$ cat config.mk
export PLATFORM = sky130hd
export DESIGN_NAME = sync_ld_down_ctr_flat
export DESIGN_NICKNAME = d
export VERILOG_FILES = /design/src/rtl/sync_ld_down_ctr_pkg.sv /design/src/rtl/sync_ld_down_ctr_if.sv /design/src/rtl/sync_ld_down_ctr.sv /design/src/flat_wrapper.sv
export SDC_FILE = /design/constraint.sdc
export NUM_CORES = 1
export LEC_CHECK = 0
export BUFFER_PORTS_ARGS = -buffer_cell sky130_fd_sc_hd__buf_2
export CAP_MARGIN = 20
export CORE_MARGIN = 4
export CORE_UTILIZATION = 40
export DETAILED_ROUTE_END_ITERATION = 16
export PLACE_DENSITY_LB_ADDON = 0.25
export SLEW_MARGIN = 10
export SYNTH_ARGS = -nofsm -noshare
export SYNTH_HDL_FRONTEND = slang
export SYNTH_SLANG_ARGS = --single-unit
$ cat constraint.sdc
create_clock -name clk -period 2.23 [get_ports clk]
set_input_delay 0.446 -clock clk [delete_from_list [all_inputs] [get_ports clk]]
set_output_delay 0.446 -clock clk [all_outputs]
set_load 0.01 [all_outputs]
$ cat src/rtl/sync_ld_down_ctr_pkg.sv
// ============================================================================
// Module      : sync_ld_down_ctr_pkg
// Description : Shared state encodings and mode constants for the loadable
//               down-counter/timer.
// Revision    : 1.0 - initial release
// ============================================================================
`default_nettype none

package sync_ld_down_ctr_pkg;

    typedef enum logic [0:0] {
        ST_IDLE = 1'b0,
        ST_RUN  = 1'b1
    } state_t;

    localparam logic MODE_ONESHOT = 1'b0;
    localparam logic MODE_RELOAD  = 1'b1;

endpackage

`default_nettype wire

$ cat src/rtl/sync_ld_down_ctr_if.sv
// ============================================================================
// Module      : sync_ld_down_ctr_if
// Description : Control/status bundle between a controller and the
//               down-counter/timer.
// Revision    : 1.0 - initial release
// ============================================================================
`default_nettype none

interface sync_ld_down_ctr_if #(
    parameter int WIDTH = 4
);
    logic             en;
    logic             load;
    logic [WIDTH-1:0] l_data;
    logic             mode;
    logic [WIDTH-1:0] ctr;
    logic             tc;
    logic             busy;

    modport master (
        output en,
        output load,
        output l_data,
        output mode,
        input  ctr,
        input  tc,
        input  busy
    );

    modport slave (
        input  en,
        input  load,
        input  l_data,
        input  mode,
        output ctr,
        output tc,
        output busy
    );
endinterface

`default_nettype wire

$ cat src/rtl/sync_ld_down_ctr.sv
// ============================================================================
// Module      : sync_ld_down_ctr
// Description : Loadable synchronous down-counter/timer with one-shot or
//               auto-reload operation and a one-cycle terminal-count pulse.
// Revision    : 1.0 - initial release
// ============================================================================
`default_nettype none

module sync_ld_down_ctr
    import sync_ld_down_ctr_pkg::*;
#(
    parameter int WIDTH = 4
) (
    input  wire logic             clk,
    input  wire logic             rst,
    sync_ld_down_ctr_if.slave     bus
);

    localparam logic [WIDTH-1:0] c_zero = '0;
    localparam logic [WIDTH-1:0] c_one  = WIDTH'(1);

    state_t           r_state;
    logic [WIDTH-1:0] r_ctr;
    logic [WIDTH-1:0] r_reload;
    logic             r_tc;
    logic             r_busy;

    state_t           w_state_nxt;
    logic [WIDTH-1:0] w_ctr_nxt;
    logic [WIDTH-1:0] w_reload_nxt;
    logic             w_tc_nxt;

    always_comb begin
        w_state_nxt  = r_state;
        w_ctr_nxt    = r_ctr;
        w_reload_nxt = r_reload;
        w_tc_nxt     = 1'b0;

        if (bus.load) begin
            w_ctr_nxt    = bus.l_data;
            w_reload_nxt = bus.l_data;
            if (bus.l_data != c_zero) begin
                w_state_nxt = ST_RUN;
            end else begin
                // A zero load from IDLE is an immediate terminal count; a
                // zero load while running simply stops without a pulse.
                w_state_nxt = ST_IDLE;
                w_tc_nxt    = (r_state == ST_IDLE);
            end
        end else if (r_state == ST_RUN && bus.en) begin
            if (r_ctr > c_one) begin
                w_ctr_nxt = r_ctr - c_one;
            end else if (r_ctr == c_one) begin
                w_tc_nxt = 1'b1;
                if (bus.mode == MODE_RELOAD) begin
                    w_ctr_nxt = r_reload;
                end else begin
                    w_ctr_nxt   = c_zero;
                    w_state_nxt = ST_IDLE;
                end
            end else begin
                // Defensive: never decrement through zero.
                w_state_nxt = ST_IDLE;
            end
        end
    end

    always_ff @(posedge clk) begin
        if (rst) begin
            r_state  <= ST_IDLE;
            r_ctr    <= c_zero;
            r_reload <= c_zero;
            r_tc     <= 1'b0;
            r_busy   <= 1'b0;
        end else begin
            r_state  <= w_state_nxt;
            r_ctr    <= w_ctr_nxt;
            r_reload <= w_reload_nxt;
            r_tc     <= w_tc_nxt;
            r_busy   <= (w_state_nxt == ST_RUN);
        end
    end

    assign bus.ctr  = r_ctr;
    assign bus.tc   = r_tc;
    assign bus.busy = r_busy;

endmodule

`default_nettype wire

$ cat src/flat_wrapper.sv
// flat-port wrapper written by rule: the top's interface ports become plain ports
module sync_ld_down_ctr_flat import sync_ld_down_ctr_pkg::*;
#(
    parameter int WIDTH = 4
)
  (clk, rst, bus_en, bus_load, bus_l_data, bus_mode, bus_ctr, bus_tc, bus_busy);
  sync_ld_down_ctr_if #(.WIDTH(WIDTH)) bus_i ();
  input  wire logic clk;
  input  wire logic rst;
  input wire logic [$bits(bus_i.en)-1:0] bus_en;
  input wire logic [$bits(bus_i.load)-1:0] bus_load;
  input wire logic [$bits(bus_i.l_data)-1:0] bus_l_data;
  input wire logic [$bits(bus_i.mode)-1:0] bus_mode;
  output wire logic [$bits(bus_i.ctr)-1:0] bus_ctr;
  output wire logic [$bits(bus_i.tc)-1:0] bus_tc;
  output wire logic [$bits(bus_i.busy)-1:0] bus_busy;
  assign bus_i.en = bus_en;
  assign bus_i.load = bus_load;
  assign bus_i.l_data = bus_l_data;
  assign bus_i.mode = bus_mode;
  assign bus_ctr = bus_i.ctr;
  assign bus_tc = bus_i.tc;
  assign bus_busy = bus_i.busy;
  sync_ld_down_ctr #(.WIDTH(WIDTH)) u_core (.clk(clk), .rst(rst), .bus(bus_i));
endmodule
# --- Word-level counts from Yosys, hierarchy flattened ---
# Index checks and enable logic that the tools add are counted.
classes:
  n_eq_ne: 3
  reduce_logical: 6
  muxes: 16
  bitwise_logic: 1
  order_cmp: 1
  addsub: 1
ops:
  columns: ["cell", "n"]
  rows:
  - ["$mux 4", 5]
  - ["$mux 1", 11]
  - ["$eq 4x1->1 const B", 1]
  - ["$gt 4x1->1 const B", 1]
  - ["$reduce_bool 4->1", 1]
  - ["$sub 4x1->4 const B", 1]
  - ["$ne 3x3->1 const B", 1]
  - ["$reduce_and 3->1", 1]
  - ["$reduce_bool 3->1", 1]
  - ["$ne 2x2->1 const B", 1]
  - ["$reduce_and 2->1", 1]
  - ["$reduce_bool 2->1", 1]
  - ["$logic_and 1x1->1", 1]
  - ["$not 1->1", 1]
totals:
  out_inout_bits: 6
  word_cells: 32
  ff_bits: 10

# --- Logic depth before layout (Yosys ltp) ---
depth:
  word_depth: 5
  ltp_mapped: 6

# --- Least setup slack after synthesis ---
# No wires, ideal clock.
synth_path:
  kind: "reg2reg"
  from: "reg u_core.r_ctr[0] (netlist: u_core.bus.ctr[0])"
  to: "reg u_core.r_ctr[0] (netlist: u_core.bus.ctr[0])"
  setup_slack_ns: 0.668
  stages_incl_launch_ff: 7
  t_arrival_ns: 1.479
  n_path_buf: 0
  setup_ns: 0.083
  path_cell_list: "dfxtp_1 inv_1 ha_1 nor2b_4 a21o_1 or3_1 o221ai_1"
synth_via:
  elab_chain_cells: 4
  elab_cells_between_ends: 8
  classes_between: "add/sub: 1; order compare: 1; eq/ne: 1; mux: 3; reduce/logical: 2"
synth_rtl:
  columns: ["item", "line_no", "rtl"]
  rows:
  - ["start, declared", "sync_ld_down_ctr.sv:23", "logic [WIDTH-1:0] r_ctr;"]
  - ["start signal, assigned", "sync_ld_down_ctr.sv:71", "r_ctr <= c_zero;"]
  - ["start signal, assigned", "sync_ld_down_ctr.sv:77", "r_ctr <= w_ctr_nxt;"]
  - ["$sub 4x1->4 or $gt 4x1->1 (tied branches)", "sync_ld_down_ctr.sv:52, sync_ld_down_ctr.sv:51", null]
  - ["$mux 4", "sync_ld_down_ctr.sv:51", "if (r_ctr > c_one) begin"]
  - ["$mux 4", "sync_ld_down_ctr.sv:50", "end else if (r_state == ST_RUN && bus.en) begin"]
  - ["$mux 4", "sync_ld_down_ctr.sv:39", "if (bus.load) begin"]
# Several ways; a longest one is shown, not always the timed one. The select of a mux whose other input is x is not followed.
# A chain may end at the register's enable or synchronous reset.

# --- Worst setup path after layout ---
layout_path:
  from: "reg u_core.r_ctr[0] (netlist: u_core.bus.ctr[0])"
  to: "reg u_core.r_ctr[1] (netlist: u_core.bus.ctr[1])"
# The elaborated chain is that of the path after synthesis.

==> results.py <==
metrics = {
    "run_status": {
        "outcome": "complete, no violations",
    },
    "grt": {
        "grt_max_degree": 16,
        "grt_pass1_wl_mm": 2.21,
        "grt_pass1_vias": 513,
        "antenna_found_initial": 0,
        "overflow": 0,
        "grtUsageTotal_pct": 14.5,
    },
    "timing": {
        "tightestPinTransition_ps": 419,
        "rsz0062_at_grt": "no",
        "fmax_mhz": 612,
        "hold_viol": 0,
        "timing.final.crit_share_pct": 73.3,
        "slew_viol_final": 0,
        "tns_ps": 0,
        "setup_viol": 0,
        "finClkSkew_ps": 5.48,
        "final.min_clock_period_ps": 1630,
        "slew_headroom_pct": 71.8,
    },
    "floorplanning": {
        "rows": 13,
        "ios": 15,
        "fp.dieW_um": 46.2,
        "die-height_um": 46.2,
        "core_area_um2": 1330,
        "start_util_pct": 43.7,
        "die_area_um2": 2130,
    },
    "place": {
        "dp.cells": 92,
        "portBuffers": 14,
        "place.detailed.hpwl_um": 985,
        "post_dp_cell_area_um2": 648,
        "gp_congestion": 0.811,
    },
    "detailed_routing": {
        "avgRoutedWirePerCell_um": 13.0,
        "wl_mm": 1.25,
        "via_per_inst": 5.61,
        "drt_drc_violations_left": 0,
        "dr.pass1.iters": 4,
        "ant_nets": 0,
        "vias": 539,
        "first_iter_violations": 8,
    },
    "logic_synthesis": {
        "synth.largest_area_cell": "dfxtp_1",
        "ys_ff_latch": 10,
        "synthDistinctLibCells": 28,
        "synth.most_common_cell": "dfxtp_1",
        "ys_seq_area_share_pct": 34.3,
        "syn_inst": 65,
        "netlist_area_um2": 583,
        "synth_top_flop_cell": "dfxtp_1",
        "synth_edf_count": 0,
        "synth.area.top_cells": "dfxtp_1 (34%), a21oi_1 (6.9%), nand2b_1 (5.4%)",
        "synth.avg_cell_area_um2": 8.97,
        "ys_async_sr_fraction_pct": 0,
        "synth_top_area_share_pct": 34.3,
        "yosys_warnings": 0,
        "syn_nets": 76,
        "synthTopCellsByCount": "dfxtp_1 (10), a21oi_1 (8), nand2_1 (7), nand2b_1 (5), nor2_1 (4)",
    },
    "critical_path": {
        "cpPeakStageDelay_ps": 400,
        "cp_max_fo": 6,
        "crit_type": "flop to flop",
        "cp-end-kind": "flop",
        "crit_buf_inv": 1,
        "crit_arrival_ps": 1820,
        "cp-start-kind": "flop",
        "worst_path_max_delay_cell": "dfxtp_1",
        "cp_top_family": "simple AND/OR/NAND/NOR gates",
        "path_cells": "inv_1 > ha_1 > nor2b_4 > a21o_1 > or3_1 > o221ai_1",
        "cp.required_ps": 2410,
    },
    "hold_path": {
        "min_path_type": "input port to flop",
    },
    "pwr": {
        "netSwitchingFraction_pct": 26.5,
        "p_switching_mw": 0.119,
        "power_mw": 0.446,
        "pwr-share-clk_pct": 36.0,
        "internal-power_mw": 0.328,
        "power_density_nw_per_um2": 652,
        "power.leakage_nw": 0.293,
        "p_seq_share_pct": 45.1,
        "ir_drop_uv": 336,
        "combPwrFrac_pct": 18.8,
    },
    "cts": {
        "cts_resized": 0,
        "tritoncts.num_buffers": 3,
        "post_cts_buffers": 0,
        "insertion_delay_ps": 260,
        "hold_buffers": 0,
        "cts-root-buf": "clkbuf_4",
        "ctsHtreeMaxLevel": 1,
        "clk_pin_slew_ps": 70,
        "tritoncts": "yes",
        "clock_sinks": 10,
        "cts.path.max_buffers": 2,
    },
    "layout": {
        "diodes": 0,
        "drive_gt1_share_pct": 25.9,
        "syn2layout_area_growth_pct": 17.4,
        "final_area_um2": 684,
        "fin_cells": 96,
        "fillers": 139,
        "fin_nets": 93,
    },
    "run": {
        "timing.max_cap.violations": 0,
    },
}
## cells by family (layout without fill, tap and decap cells)
| group | after synthesis | in the layout | share of synthesized area, % |
|---|---|---|---|
| AO/OA/AOI/OAI | 16 | 16 | 17.2 |
| AND/OR/NAND/NOR | 29 | 29 | 31.5 |
| adder cells (fa/ha/maj) | 2 | 2 | 4.29 |
| buffers and inverters | 4 | 20 | 5.36 |
| flip-flops | 10 | 10 | 34.3 |
| multiplexers | 4 | 4 | 7.30 |
## path summary, 6_finish.rpt
path	from	endpoint	slack (ps)	cells past startpoint
worst max-delay path	u_core.bus.ctr[0]$_SDFFE_PP0P_	u_core.bus.ctr[1]$_SDFFE_PP0P_	600	6
worst min-delay path	bus_l_data[3]	u_core.r_reload[3]$_SDFFE_PP0P_	440	3
worst max register to register	u_core.bus.ctr[0]$_SDFFE_PP0P_	u_core.bus.ctr[1]$_SDFFE_PP0P_	600	6
worst min register to register	u_core.r_reload[1]$_SDFFE_PP0P_	u_core.r_reload[1]$_SDFFE_PP0P_	480	2
## power by group through the flow
stage	Combinational, mW	Clock [mW]	Sequential (mW)
after floorplan	0.0566	0	0.207
after global placement	0.0847	0	0.205
after detailed placement	0.0840	0	0.206
after CTS	0.0847	0.167	0.202
after global routing	0.0964	0.173	0.203
final	0.0841	0.161	0.202
## flip-flops by register name, indices dropped and copies added, names as in the netlist
register,flops
u_core.bus.ctr,4
u_core.r_reload,4
u_core.r_state,1
u_core.bus.tc,1
## stage by stage
stage | worst slack [ps] | utilization (%) | hold WS, ps
after floorplan | 668 | - | 450
after global placement | 603 | 48.6 | 460
after detailed placement | 606 | 48.6 | 465
after CTS | 577 | 51.3 | 431
after global routing | 444 | 51.3 | 474
final | 596 | 51.3 | 442
## worst reg2reg max path, delay by kind of cell (launching register included)
kind / cells / cell delay (ps)
compound gates: 2 / 360
fa+ha+maj: 1 / 250
buf+inv: 1 / 80
simple gates: 2 / 470
flops: 1 / 400
## metal layers
metal / GRT usage, % / routed length (µm) / vias to the layer above
met3: 3.52 / 88 / 4
met4: 6.82 / 20 / 0
met5: 0 / 0 / -
met2: 20.9 / 542 / 14
li1: - / - / 271
met1: 19.9 / 598 / 250
## cell usage in the layout, fill, tap and decap left out, types with 2 or more instances in the layout
cell      Yosys  final
ha_1          2      2
inv_1         2      2
mux2_1        2      2
o21ai_0       2      2
o221ai_1      2      2
a21oi_1       8      8
nor4_1        2      2
nand2b_1      5      5
nand2_1       7      7
clkbuf_4      0      3
buf_2         0     14
nor2_1        4      4
or4b_1        2      2
mux2i_1       2      2
dfxtp_1      10     10
## cell type report
class                      count  area, µm²  share of cell area [%]
multi-input combinational     51        352                    51.4
tap                           15       18.8                    2.74
timing repair buffer          14       70.1                    10.2
clock buffer                   4       36.3                    5.30
inverter                       2       7.51                    1.10
sequential                    10        200                    29.3
Note: power is estimated with default switching activity, not from simulation.
